[src/rtl/mini_src_pkg.sv]
// Shared Mini SRC encodings: opcodes, ALU codes, IR field positions, FSM states,
// instruction classes and the packed control word driven onto the datapath.
package mini_src_pkg;

  localparam logic [4:0] OP_LD   = 5'b00000;
  localparam logic [4:0] OP_LDI  = 5'b00001;
  localparam logic [4:0] OP_ST   = 5'b00010;
  localparam logic [4:0] OP_ALU_FIRST = 5'b00011;
  localparam logic [4:0] OP_ALU_LAST  = 5'b01011;
  localparam logic [4:0] OP_ADDI = 5'b01100;
  localparam logic [4:0] OP_ANDI = 5'b01101;
  localparam logic [4:0] OP_ORI  = 5'b01110;
  localparam logic [4:0] OP_MUL  = 5'b01111;
  localparam logic [4:0] OP_DIV  = 5'b10000;
  localparam logic [4:0] OP_NEG  = 5'b10001;
  localparam logic [4:0] OP_NOT  = 5'b10010;
  localparam logic [4:0] OP_BR   = 5'b10011;
  localparam logic [4:0] OP_JR   = 5'b10100;
  localparam logic [4:0] OP_JAL  = 5'b10101;
  localparam logic [4:0] OP_IN   = 5'b10110;
  localparam logic [4:0] OP_OUT  = 5'b10111;
  localparam logic [4:0] OP_MFHI = 5'b11000;
  localparam logic [4:0] OP_MFLO = 5'b11001;
  localparam logic [4:0] OP_NOP  = 5'b11010;
  localparam logic [4:0] OP_HALT = 5'b11011;

  localparam logic [4:0] ALU_NONE = 5'b00000;
  localparam logic [4:0] ALU_ADD  = 5'b00011;
  localparam logic [4:0] ALU_AND  = 5'b01010;
  localparam logic [4:0] ALU_OR   = 5'b01011;

  localparam int IR_OP_MSB = 31;
  localparam int IR_OP_LSB = 27;
  localparam int IR_RA_MSB = 26;
  localparam int IR_RA_LSB = 23;
  localparam int IR_RB_MSB = 22;
  localparam int IR_RB_LSB = 19;
  localparam int IR_RC_MSB = 18;
  localparam int IR_RC_LSB = 15;
  localparam int IR_C_MSB  = 18;
  localparam int IR_C_LSB  = 0;

  typedef enum logic [3:0] {
    S_RESET, S_T0, S_T1, S_T2, S_T3, S_T4, S_T5, S_T6, S_T7, S_HALT
  } state_t;

  typedef enum logic [3:0] {
    C_ALU, C_IMM, C_LD, C_LDI, C_ST, C_MULDIV, C_UNARY,
    C_BR, C_JR, C_JAL, C_MFHI, C_MFLO, C_NOP, C_HALT
  } iclass_t;

  typedef struct packed {
    logic [4:0] alu_control;
    logic Gra, Grb, Grc, Rin, Rout, BAout, R15en;
    logic Pout, MDROut, HIout, LOout, ZHIout, ZLOout, Cout;
    logic Pen, incPC, IRen, MARen, MDRen, Yen, ZHIen, ZLOen, HIen, LOen, ConIn;
    logic Read, Write;
  } ctrl_t;

  // Final execute step of each class; the stop request is honoured on the edge leaving it.
  function automatic state_t last_step(input iclass_t c);
    case (c)
      C_ALU, C_IMM, C_LDI:  return S_T5;
      C_LD, C_ST:           return S_T7;
      C_MULDIV, C_BR:       return S_T6;
      C_UNARY, C_JAL:       return S_T4;
      C_JR, C_MFHI, C_MFLO: return S_T3;
      default:              return S_T2;
    endcase
  endfunction

endpackage

[src/rtl/control_unit_if.sv]
// Control-unit <-> datapath bundle: IR/condition feedback and halt request in,
// the full set of datapath strobes and the run flag out.
interface control_unit_if;
  import mini_src_pkg::*;

  logic [31:0] ir;
  logic        con_ff;
  logic        stop;
  logic [4:0]  alu_control;
  logic Gra, Grb, Grc, Rin, Rout, BAout, R15en;
  logic Pout, MDROut, HIout, LOout, ZHIout, ZLOout, Cout;
  logic Pen, incPC, IRen, MARen, MDRen, Yen, ZHIen, ZLOen, HIen, LOen, ConIn;
  logic Read, Write;
  logic run;

  modport master (
    input  ir, con_ff, stop,
    output alu_control,
    output Gra, Grb, Grc, Rin, Rout, BAout, R15en,
    output Pout, MDROut, HIout, LOout, ZHIout, ZLOout, Cout,
    output Pen, incPC, IRen, MARen, MDRen, Yen, ZHIen, ZLOen, HIen, LOen, ConIn,
    output Read, Write, run
  );

  modport slave (
    output ir, con_ff, stop,
    input  alu_control,
    input  Gra, Grb, Grc, Rin, Rout, BAout, R15en,
    input  Pout, MDROut, HIout, LOout, ZHIout, ZLOout, Cout,
    input  Pen, incPC, IRen, MARen, MDRen, Yen, ZHIen, ZLOen, HIen, LOen, ConIn,
    input  Read, Write, run
  );
endinterface

[src/rtl/control_decode.sv]
// Opcode to instruction-class map plus the ALU code each class drives.
// Purely combinational.
module control_decode
  import mini_src_pkg::*;
(
  input  logic [4:0] op,
  output iclass_t    iclass,
  output logic [4:0] alu_op
);

  always_comb begin
    iclass = C_NOP;
    alu_op = ALU_NONE;
    if (op >= OP_ALU_FIRST && op <= OP_ALU_LAST) begin
      iclass = C_ALU;
      alu_op = op;
    end else begin
      case (op)
        OP_LD:   begin iclass = C_LD;     alu_op = ALU_ADD; end
        OP_LDI:  begin iclass = C_LDI;    alu_op = ALU_ADD; end
        OP_ST:   begin iclass = C_ST;     alu_op = ALU_ADD; end
        OP_ADDI: begin iclass = C_IMM;    alu_op = ALU_ADD; end
        OP_ANDI: begin iclass = C_IMM;    alu_op = ALU_AND; end
        OP_ORI:  begin iclass = C_IMM;    alu_op = ALU_OR;  end
        OP_MUL,
        OP_DIV:  begin iclass = C_MULDIV; alu_op = op;      end
        OP_NEG,
        OP_NOT:  begin iclass = C_UNARY;  alu_op = op;      end
        OP_BR:   begin iclass = C_BR;     alu_op = ALU_ADD; end
        OP_JR:   iclass = C_JR;
        OP_JAL:  iclass = C_JAL;
        OP_MFHI: iclass = C_MFHI;
        OP_MFLO: iclass = C_MFLO;
        OP_HALT: iclass = C_HALT;
        // in, out, nop and unassigned opcodes all retire straight after fetch
        default: iclass = C_NOP;
      endcase
    end
  end

endmodule

[src/rtl/control_unit.sv]
// Hardwired Mini SRC sequencer: Moore FSM for fetch T0-T2 and per-class execute T3-T7.
// Outputs depend on state and opcode only, except con_ff gating the branch T6 strobes.
module control_unit
  import mini_src_pkg::*;
(
  input  logic           clk,
  input  logic           clr,
  control_unit_if.master bus
);

  state_t     state, state_nxt;
  iclass_t    iclass;
  logic [4:0] alu_op;
  ctrl_t      c;

  control_decode u_decode (
    .op     (bus.ir[IR_OP_MSB:IR_OP_LSB]),
    .iclass (iclass),
    .alu_op (alu_op)
  );

  always_ff @(posedge clk or posedge clr) begin
    if (clr) state <= S_RESET;
    else     state <= state_nxt;
  end

  always_comb begin
    state_nxt = state;
    case (state)
      S_RESET: state_nxt = S_T0;
      S_HALT:  state_nxt = S_HALT;
      default: begin
        if (state == S_T2 && iclass == C_HALT)
          state_nxt = S_HALT;
        else if (state == last_step(iclass))
          state_nxt = bus.stop ? S_HALT : S_T0;
        else
          state_nxt = state_t'(state + 4'd1);
      end
    endcase
  end

  always_comb begin
    c = '0;
    case (state)
      S_T0: begin c.Pout = 1'b1; c.MARen = 1'b1; c.incPC = 1'b1; end
      S_T1: begin c.Read = 1'b1; c.MDRen = 1'b1; end
      S_T2: begin c.MDROut = 1'b1; c.IRen = 1'b1; end
      S_T3: begin
        case (iclass)
          C_ALU, C_IMM: begin c.Grb = 1'b1; c.Rout = 1'b1; c.Yen = 1'b1; end
          C_LD, C_LDI, C_ST: begin c.Grb = 1'b1; c.BAout = 1'b1; c.Yen = 1'b1; end
          C_MULDIV: begin c.Gra = 1'b1; c.Rout = 1'b1; c.Yen = 1'b1; end
          C_UNARY: begin
            c.Grb = 1'b1; c.Rout = 1'b1; c.ZLOen = 1'b1; c.alu_control = alu_op;
          end
          C_BR:   begin c.Gra = 1'b1; c.Rout = 1'b1; c.ConIn = 1'b1; end
          C_JR:   begin c.Gra = 1'b1; c.Rout = 1'b1; c.Pen = 1'b1; end
          C_JAL:  begin c.Pout = 1'b1; c.R15en = 1'b1; end
          C_MFHI: begin c.HIout = 1'b1; c.Gra = 1'b1; c.Rin = 1'b1; end
          C_MFLO: begin c.LOout = 1'b1; c.Gra = 1'b1; c.Rin = 1'b1; end
          default: ;
        endcase
      end
      S_T4: begin
        case (iclass)
          C_ALU: begin
            c.Grc = 1'b1; c.Rout = 1'b1; c.ZLOen = 1'b1; c.alu_control = alu_op;
          end
          C_IMM, C_LD, C_LDI, C_ST: begin
            c.Cout = 1'b1; c.ZLOen = 1'b1; c.alu_control = alu_op;
          end
          C_MULDIV: begin
            c.Grb = 1'b1; c.Rout = 1'b1; c.ZHIen = 1'b1; c.ZLOen = 1'b1;
            c.alu_control = alu_op;
          end
          C_UNARY: begin c.ZLOout = 1'b1; c.Gra = 1'b1; c.Rin = 1'b1; end
          C_BR:    begin c.Pout = 1'b1; c.Yen = 1'b1; end
          C_JAL:   begin c.Gra = 1'b1; c.Rout = 1'b1; c.Pen = 1'b1; end
          default: ;
        endcase
      end
      S_T5: begin
        case (iclass)
          C_ALU, C_IMM, C_LDI: begin c.ZLOout = 1'b1; c.Gra = 1'b1; c.Rin = 1'b1; end
          C_LD, C_ST: begin c.ZLOout = 1'b1; c.MARen = 1'b1; end
          C_MULDIV:   begin c.ZLOout = 1'b1; c.LOen = 1'b1; end
          C_BR: begin c.Cout = 1'b1; c.ZLOen = 1'b1; c.alu_control = alu_op; end
          default: ;
        endcase
      end
      S_T6: begin
        case (iclass)
          C_LD:     begin c.Read = 1'b1; c.MDRen = 1'b1; end
          C_ST:     begin c.Gra = 1'b1; c.Rout = 1'b1; c.MDRen = 1'b1; end
          C_MULDIV: begin c.ZHIout = 1'b1; c.HIen = 1'b1; end
          // con_ff was latched at the end of T3, so it is settled here
          C_BR: begin c.ZLOout = bus.con_ff; c.Pen = bus.con_ff; end
          default: ;
        endcase
      end
      S_T7: begin
        case (iclass)
          C_LD: begin c.MDROut = 1'b1; c.Gra = 1'b1; c.Rin = 1'b1; end
          C_ST: c.Write = 1'b1;
          default: ;
        endcase
      end
      default: ;
    endcase
  end

  assign bus.alu_control = c.alu_control;
  assign bus.Gra    = c.Gra;
  assign bus.Grb    = c.Grb;
  assign bus.Grc    = c.Grc;
  assign bus.Rin    = c.Rin;
  assign bus.Rout   = c.Rout;
  assign bus.BAout  = c.BAout;
  assign bus.R15en  = c.R15en;
  assign bus.Pout   = c.Pout;
  assign bus.MDROut = c.MDROut;
  assign bus.HIout  = c.HIout;
  assign bus.LOout  = c.LOout;
  assign bus.ZHIout = c.ZHIout;
  assign bus.ZLOout = c.ZLOout;
  assign bus.Cout   = c.Cout;
  assign bus.Pen    = c.Pen;
  assign bus.incPC  = c.incPC;
  assign bus.IRen   = c.IRen;
  assign bus.MARen  = c.MARen;
  assign bus.MDRen  = c.MDRen;
  assign bus.Yen    = c.Yen;
  assign bus.ZHIen  = c.ZHIen;
  assign bus.ZLOen  = c.ZLOen;
  assign bus.HIen   = c.HIen;
  assign bus.LOen   = c.LOen;
  assign bus.ConIn  = c.ConIn;
  assign bus.Read   = c.Read;
  assign bus.Write  = c.Write;
  assign bus.run    = (state != S_RESET) && (state != S_HALT);

endmodule
[src/flat_wrapper.sv]
// flat-port wrapper written by rule: the top's interface ports become plain ports
module control_unit_flat import mini_src_pkg::*;
  (clk, clr, bus_ir, bus_con_ff, bus_stop, bus_alu_control, bus_Gra, bus_Grb, bus_Grc, bus_Rin, bus_Rout, bus_BAout, bus_R15en, bus_Pout, bus_MDROut, bus_HIout, bus_LOout, bus_ZHIout, bus_ZLOout, bus_Cout, bus_Pen, bus_incPC, bus_IRen, bus_MARen, bus_MDRen, bus_Yen, bus_ZHIen, bus_ZLOen, bus_HIen, bus_LOen, bus_ConIn, bus_Read, bus_Write, bus_run);
  control_unit_if bus_i ();
  input  logic clk;
  input  logic clr;
  input wire logic [$bits(bus_i.ir)-1:0] bus_ir;
  input wire logic [$bits(bus_i.con_ff)-1:0] bus_con_ff;
  input wire logic [$bits(bus_i.stop)-1:0] bus_stop;
  output wire logic [$bits(bus_i.alu_control)-1:0] bus_alu_control;
  output wire logic [$bits(bus_i.Gra)-1:0] bus_Gra;
  output wire logic [$bits(bus_i.Grb)-1:0] bus_Grb;
  output wire logic [$bits(bus_i.Grc)-1:0] bus_Grc;
  output wire logic [$bits(bus_i.Rin)-1:0] bus_Rin;
  output wire logic [$bits(bus_i.Rout)-1:0] bus_Rout;
  output wire logic [$bits(bus_i.BAout)-1:0] bus_BAout;
  output wire logic [$bits(bus_i.R15en)-1:0] bus_R15en;
  output wire logic [$bits(bus_i.Pout)-1:0] bus_Pout;
  output wire logic [$bits(bus_i.MDROut)-1:0] bus_MDROut;
  output wire logic [$bits(bus_i.HIout)-1:0] bus_HIout;
  output wire logic [$bits(bus_i.LOout)-1:0] bus_LOout;
  output wire logic [$bits(bus_i.ZHIout)-1:0] bus_ZHIout;
  output wire logic [$bits(bus_i.ZLOout)-1:0] bus_ZLOout;
  output wire logic [$bits(bus_i.Cout)-1:0] bus_Cout;
  output wire logic [$bits(bus_i.Pen)-1:0] bus_Pen;
  output wire logic [$bits(bus_i.incPC)-1:0] bus_incPC;
  output wire logic [$bits(bus_i.IRen)-1:0] bus_IRen;
  output wire logic [$bits(bus_i.MARen)-1:0] bus_MARen;
  output wire logic [$bits(bus_i.MDRen)-1:0] bus_MDRen;
  output wire logic [$bits(bus_i.Yen)-1:0] bus_Yen;
  output wire logic [$bits(bus_i.ZHIen)-1:0] bus_ZHIen;
  output wire logic [$bits(bus_i.ZLOen)-1:0] bus_ZLOen;
  output wire logic [$bits(bus_i.HIen)-1:0] bus_HIen;
  output wire logic [$bits(bus_i.LOen)-1:0] bus_LOen;
  output wire logic [$bits(bus_i.ConIn)-1:0] bus_ConIn;
  output wire logic [$bits(bus_i.Read)-1:0] bus_Read;
  output wire logic [$bits(bus_i.Write)-1:0] bus_Write;
  output wire logic [$bits(bus_i.run)-1:0] bus_run;
  assign bus_i.ir = bus_ir;
  assign bus_i.con_ff = bus_con_ff;
  assign bus_i.stop = bus_stop;
  assign bus_alu_control = bus_i.alu_control;
  assign bus_Gra = bus_i.Gra;
  assign bus_Grb = bus_i.Grb;
  assign bus_Grc = bus_i.Grc;
  assign bus_Rin = bus_i.Rin;
  assign bus_Rout = bus_i.Rout;
  assign bus_BAout = bus_i.BAout;
  assign bus_R15en = bus_i.R15en;
  assign bus_Pout = bus_i.Pout;
  assign bus_MDROut = bus_i.MDROut;
  assign bus_HIout = bus_i.HIout;
  assign bus_LOout = bus_i.LOout;
  assign bus_ZHIout = bus_i.ZHIout;
  assign bus_ZLOout = bus_i.ZLOout;
  assign bus_Cout = bus_i.Cout;
  assign bus_Pen = bus_i.Pen;
  assign bus_incPC = bus_i.incPC;
  assign bus_IRen = bus_i.IRen;
  assign bus_MARen = bus_i.MARen;
  assign bus_MDRen = bus_i.MDRen;
  assign bus_Yen = bus_i.Yen;
  assign bus_ZHIen = bus_i.ZHIen;
  assign bus_ZLOen = bus_i.ZLOen;
  assign bus_HIen = bus_i.HIen;
  assign bus_LOen = bus_i.LOen;
  assign bus_ConIn = bus_i.ConIn;
  assign bus_Read = bus_i.Read;
  assign bus_Write = bus_i.Write;
  assign bus_run = bus_i.run;
  control_unit u_core (.clk(clk), .clr(clr), .bus(bus_i));
endmodule
[config.mk]
export PLATFORM = sky130hd
export DESIGN_NAME = control_unit_flat
export DESIGN_NICKNAME = d
export VERILOG_FILES = /design/src/rtl/mini_src_pkg.sv /design/src/rtl/control_unit_if.sv /design/src/rtl/control_decode.sv /design/src/rtl/control_unit.sv /design/src/flat_wrapper.sv
export SDC_FILE = /design/constraint.sdc
export NUM_CORES = 1
export LEC_CHECK = 0
export CAP_MARGIN = 20
export CORE_AREA = 2 2 45 68
export CTS_BUF_LIST = sky130_fd_sc_hd__clkbuf_16
export CTS_CLUSTER_SIZE = 25
export DETAILED_ROUTE_END_ITERATION = 16
export DIE_AREA = 0 0 47 70
export PLACE_DENSITY = 0.9
export SYNTH_ARGS = -nofsm -noshare
export SYNTH_HDL_FRONTEND = slang
export SYNTH_SLANG_ARGS = --single-unit
[constraint.sdc]
create_clock -name clk -period 5.66 [get_ports clk]
set_input_delay 0.849 -clock clk [delete_from_list [all_inputs] [get_ports clk]]
set_output_delay 0.849 -clock clk [all_outputs]
set_load 0.01 [all_outputs]
# After elaboration in Yosys (flattened, before gate mapping)
# Memory sizes are Yosys's and may differ from the RTL's.
# Cells that the tools add are included.
[word_totals]
word_cells = 128
rom_bits = 64
output_inout_bits = 33
regBits = 4
inputBits = 36
mem_count = 1
[op_classes]
n_reduce_logical = 24
n_eq_ne = 38
addsub = 1
n_mux = 61
order_cmp = 2
[memory_table]
columns = ["memory", "depth", "word_bits", "rd", "rd_ports_with_merged_regs", "write_ports", "line", "text"]
rows = [
  ["(no name shown)", 16, 4, 1, 0, 0, "mini_src_pkg.sv:62", "case (c)"],
]
[op_table]
columns = ["operator", "n"]
rows = [
  ["$pmux W4 S12", 1],
  ["$eq A5 B5 Y1 const B", 9],
  ["$eq A4 B3 Y1 const B", 8],
  ["$mux W1", 30],
  ["$eq A4 B4 Y1 const B", 7],
  ["$mux W4", 6],
  ["$eq A5 B4 Y1 const B", 4],
  ["$mux W5", 4],
  ["$pmux W5 S4", 1],
  ["$reduce_or A6 Y1", 3],
  ["$eq A4 B2 Y1 const B", 4],
  ["$pmux W1 S3", 5],
  ["$pmux W5 S3", 1],
  ["$pmux W1 S2", 7],
  ["$reduce_or A2 Y1", 6],
  ["$reduce_or A3 Y1", 4],
  ["$reduce_or A5 Y1", 2],
  ["$eq A4 B1 Y1 const B", 2],
  ["$logic_not A4 Y1", 2],
  ["$pmux W4 S2", 1],
  ["$reduce_or A4 Y1", 2],
  ["$mux W2", 3],
  ["$eq A5 B1 Y1 const B", 1],
  ["$eq A5 B2 Y1 const B", 1],
  ["other kinds (10)", 12],
]

# Depth between registers and ports, before layout
[depth]
ltp_word = 12
ltp_mapped = 8
ltp_nobuf = 7

# Cells and area by module
# From an unflattened synthesis, not the netlist that was laid out.
[hier_totals]
hier_cells = 200
hier_area_um2 = 1318.8
[modules_own_cells]
columns = ["module", "area_per_inst_um2", "seq_area_each_um2", "instances", "cells_per_inst"]
rows = [
  ["control_unit", 1039.7, 100.1, 1, 160],
  ["control_decode", 279.0, 0.0, 1, 40],
]

# Worst setup path before layout
# OpenSTA, ideal clock, no wires.
[synth_path]
kind = "in2out"
from = "input bus_ir[30]"
to = "output bus_alu_control[2]"
arrival_ps = 2350
required_time_ps = 4811
stages = 6
setup_slack_ps = 2461
n_path_buf = 1
path_cell_list = "buf_2 -> nor2_2 -> nand2_1 -> a21oi_1 -> a21oi_2 -> a2111oi_0"
[synth_via]
elab_chain_cells = 8
word_cells_on_any_way = 41
classes_between = "order compare (2); eq/ne (22); mux (8); reduce/logical (9)"
[synth_lines]
columns = ["element", "line", "text"]
rows = [
  ["from (decl)", "flat_wrapper.sv:7", "input wire logic [$bits(bus_i.ir)-1:0] bus_ir;"],
  ["$eq A5 B4 Y1 or $eq A5 B5 Y1 (tied branches)", "control_decode.sv:18", "case (op)"],
  ["$reduce_or A3 Y1 (no source line) or $reduce_or A2 Y1 (tied branches)", "--", ""],
  ["$pmux W4 S12", "control_decode.sv:18", ""],
  ["$mux W4", "control_decode.sv:14", "if (op >= OP_ALU_FIRST && op <= OP_ALU_LAST) begin"],
  ["$eq A4 B1 Y1 (tied with other cells)", "control_unit.sv:66", "case (iclass)"],
  ["$reduce_or A6 Y1 (no source line)", "--", ""],
  ["$mux W5", "control_unit.sv:66", ""],
  ["$pmux W5 S3 (*)", "control_unit.sv:45", "case (state)"],
  ["to (decl)", "flat_wrapper.sv:10", "output wire logic [$bits(bus_i.alu_control)-1:0] bus_alu_control;"],
]
# Every way passes the cells marked *; elsewhere a longest branch is shown, timed or not.

# Worst setup path after layout
[layout_path]
from = "input bus_ir[29]"
to = "output bus_alu_control[2]"
# The elaborated chain is that of the path after synthesis.

==> Implementation_results.wiki <==
{| class="wikitable"
! Metric !! Value
|-
| Crit path time final || between 4000 and 5000 ps
|-
| CTS Root Cell || sky130_fd_sc_hd__clkbuf_16
|-
| Clock net sink count || 4
|-
| Accumulated negative setup slack || 0 ps
|-
| Deepest clock path buffer count || 2
|-
| CP Data Required Time || 4810 ps
|-
| Area of all placed cells without fillers || 1500 µm²
|-
| TritonCTS clock tree || yes
|-
| Number of clock buffers inserted by TritonCTS || 3
|-
| Antenna Diode Count || 0
|-
| Initial antenna violation count || 0
|-
| Core area || 2760 µm²
|-
| Power density over the cells || 120 nW/µm²
|-
| Highest achievable clock rate || 228 MHz
|-
| Summed instance area of the synthesized netlist || 1000 µm²
|-
| Pin count of the biggest net entering global routing || 22
|-
| Initial standard-cell utilization of the core || 36.3%
|-
| Number of cell instances on the worst register-to-register path || 6
|-
| Distinct cell type count of the synthesized netlist || 52
|-
| Height of the die || 70 µm
|-
| Critical Path Source Type || input pin
|-
| Registers with the highest flip-flop counts || u_core.state x4
|-
| Library cell appearing most often on the critical path || sky130_fd_sc_hd__clkdlybuf4s50_1
|-
| Initial DRC Count || 96
|-
| Slew at the pin closest to its max-slew limit || 538 ps
|-
| Share of flip-flops with an asynchronous set or reset || 100%
|-
| Most numerous cell in the Yosys netlist || sky130_fd_sc_hd__nand2_1
|-
| Wire length after detailed routing || approximately 3.3 mm
|-
| Die span in x || between 40 and 50 µm
|-
| Worst clock skew || 4.55 ps
|-
| Area after detailed placement || 1420 µm²
|-
| Number of synthesized register bits || 4
|-
| Most common library cells after synthesis || sky130_fd_sc_hd__nand2_1, sky130_fd_sc_hd__nor2_1, sky130_fd_sc_hd__a21oi_1
|-
| Clock transition at path regs || roughly 30 ps
|-
| Placer Congestion || 0.917
|-
| Max Fanout on Critical Path || 16
|-
| Wire per inst || 14.3 µm
|-
| CP cell instances || clkdlybuf4s50_1 -> nor2_2 -> nand2_1 -> a21oi_1 -> a21oi_2 -> a2111oi_0 -> clkdlybuf4s50_1
|-
| CP max stage delay || 670 ps
|-
| Later-pin clock latency in the skew report || between 200 and 250 ps
|-
| Share of post-route cells with drive strength above 1 || 7.25%
|-
| Worst min-delay path class || reg2reg
|-
| Leak Pwr || 0.595 nW
|-
| Overall overflow remaining after global route || 0
|-
| Relative slew slack || 64.1%
|-
| CTS H-tree lvls || 1
|-
| Worst IR drop on VDD || 0.226 mV
|-
| Top reg by flops || u_core.state
|-
| Total I/O pin count || roughly 70
|-
| Count of flip-flops with a built-in enable after synthesis || 0
|-
| Unrepaired setup endpoints after global routing || false
|-
| CTS resizes || 0
|-
| Post-layout net count || ~240
|-
| Number of cells produced by synthesis || around 160
|-
| Total global routing track utilization || 22.3%
|-
| Avg Inst Size Synth || approximately 6.4 µm²
|-
| Hold buffers post-CTS || 0
|-
| Arrival time reported for the critical path endpoint || between 3000 and 4000 ps
|-
| Worst hold path cell count || 1
|-
| Endpoints failing setup || 0
|-
| Internal reg-to-reg setup slack || 3720 ps
|-
| Number of pins with negative max-slew slack in the final report || 0
|-
| Die Footprint || 3290 µm²
|-
| Post-synthesis cell type with the largest combined area || sky130_fd_sc_hd__dfrtp_1
|-
| Crit Reg-Reg Startpoint || u_core.state[2]$_DFF_PP0_
|-
| Number of iterations in the first detailed-routing pass || 4
|-
| Total number of vias || 1341
|-
| Placed wire-length estimate || about 2.6 mm
|-
| Buffers inserted during post-CTS setup optimization || 0
|-
| Antenna Violating Nets Remaining || 0
|-
| Number of nets in the synthesized netlist || 198
|-
| Sequential share of the synthesized area || 9.98%
|-
| Via count of the first global-routing pass || approximately 1300
|-
| Leading register cell type out of synthesis || sky130_fd_sc_hd__dfrtp_1
|-
| Final worst path period share || 77.5%
|-
| Warnings, synthesis || 0
|-
| Hold wc startpoint || u_core.state[0]$_DFF_PP0_
|-
| Standard-cell rows || 24
|-
| Share of the synthesized area in the top cell type || 9.98%
|-
| Number of buffers inserted by port buffering || 41
|-
| Top cells by area in the synthesized netlist || sky130_fd_sc_hd__dfrtp_1, sky130_fd_sc_hd__nand2_1, sky130_fd_sc_hd__nor2_1, sky130_fd_sc_hd__a21oi_1, sky130_fd_sc_hd__ha_1
|-
| Global-route wire length before repair || approximately 5.6 mm
|-
| Maxcap violations || 0
|-
| Crit end category || primary output
|-
| Result of the run || finished clean
|-
| Max reg flops || 4
|-
| Path type of the worst setup path || in2out
|-
| Area growth, synth to finish || 49.1%
|-
| Hold violation count in the final report || 0
|-
| Cell at the slowest stage of the critical path || sky130_fd_sc_hd__clkdlybuf4s50_1
|-
| Vias per cell || about 5.8
|-
| Endpoint of the worst hold-timing path || u_core.state[0]$_DFF_PP0_
|-
| Critical R2R Capture || u_core.state[3]$_DFF_PP0_
|-
| Remaining DRCs || 0
|}
[worst max-delay path by stage]
stage | start | end | cells after the start
2_1_floorplan | bus_ir[30] | bus_alu_control[2] | 6
3_3_place_gp | bus_ir[29] | bus_Gra | 8
3_5_place_dp | bus_ir[29] | bus_alu_control[3] | 7
4_1_cts | bus_ir[28] | bus_alu_control[3] | 7
5_1_grt | bus_ir[29] | bus_alu_control[2] | 7
6_report | bus_ir[29] | bus_alu_control[2] | 7
[cell usage in the layout (no fill, tap or decap), types with 2 or more instances in the layout]
cell                              instances
sky130_fd_sc_hd__clkdlybuf4s50_1         41
sky130_fd_sc_hd__nand2_1                 23
sky130_fd_sc_hd__nor2_1                  19
sky130_fd_sc_hd__a21oi_1                 11
sky130_fd_sc_hd__nor3_1                   7
sky130_fd_sc_hd__o21ai_1                  7
sky130_fd_sc_hd__inv_1                    6
sky130_fd_sc_hd__nand2b_1                 5
sky130_fd_sc_hd__nand3_1                  5
sky130_fd_sc_hd__o21ai_0                  4
sky130_fd_sc_hd__ha_1                     4
sky130_fd_sc_hd__dfrtp_1                  4
sky130_fd_sc_hd__inv_2                    3
sky130_fd_sc_hd__o22ai_1                  3
sky130_fd_sc_hd__and3_1                   3
sky130_fd_sc_hd__clkbuf_16                3
sky130_fd_sc_hd__nor2b_1                  2
sky130_fd_sc_hd__nand4_1                  2
sky130_fd_sc_hd__o211ai_1                 2
sky130_fd_sc_hd__and2_1                   2
sky130_fd_sc_hd__nor4_1                   2
sky130_fd_sc_hd__a31oi_1                  2
sky130_fd_sc_hd__a211o_1                  2
sky130_fd_sc_hd__xnor2_1                  2
sky130_fd_sc_hd__a2111oi_0                2
sky130_fd_sc_hd__buf_4                    2
[report_power, final]
part | leakage [nW] | switching [W] | internal (W)
sequential | 0.0455 | 0 | 0.0000288
combinational | 0.512 | 0.0000244 | 0.0000143
clock | 0.0370 | 0.0000221 | 0.0000905
total | 0.595 | 0.0000465 | 0.000134
[final cells by class]
class,instances,area (µm²)
clock buffers,3,75.1
fillers,283,1270
inverters,9,33.8
multi-input cells,134,813
flip-flops and latches,4,100
well taps,39,48.8
repair buffers,43,425
[layer usage]
metal  up-vias  GRT usage, %  routed length [µm]
met5         -             0                   0
met4         0          10.8                  94
met3        11          2.58                 209
met2        70          37.3                1770
met1       610          26.6                1230
li1        650             -                   -
[critical path, delay by kind of cell]
kind	cells	cell delay (ps)
buffers and inverters	2	1290
AOI/OAI and AO/OA	3	890
and+or+nand+nor	2	510
[cell families (layout without fill, tap and decap cells)]
group                      Yosys count  in the layout  share of synthesized area (%)
buffers and inverters               20             55                           8.98
AOI/OAI and AO/OA                   46             46                           30.8
adders and majority gates            4              4                           4.99
muxes                                3              3                           3.24
DFF                                  4              4                           9.98
xor gates and xnor gates             3              3                           2.62
and+or+nand+nor                     78             78                           39.4
[through the flow]
stage	setup WS (ps)	util (%)	cells	hold WS (ps)	power (W)
CTS	1280	54.2	232	587	0.000180
finish	1270	54.2	232	585	0.000180
global route	1000	54.2	232	601	0.000186
detailed placement	1290	51.4	229	580	0.0000671
floorplan	2460	-	158	526	0.0000552
global placement	1290	51.4	229	558	0.0000665
(Power assumes the default switching activity.)
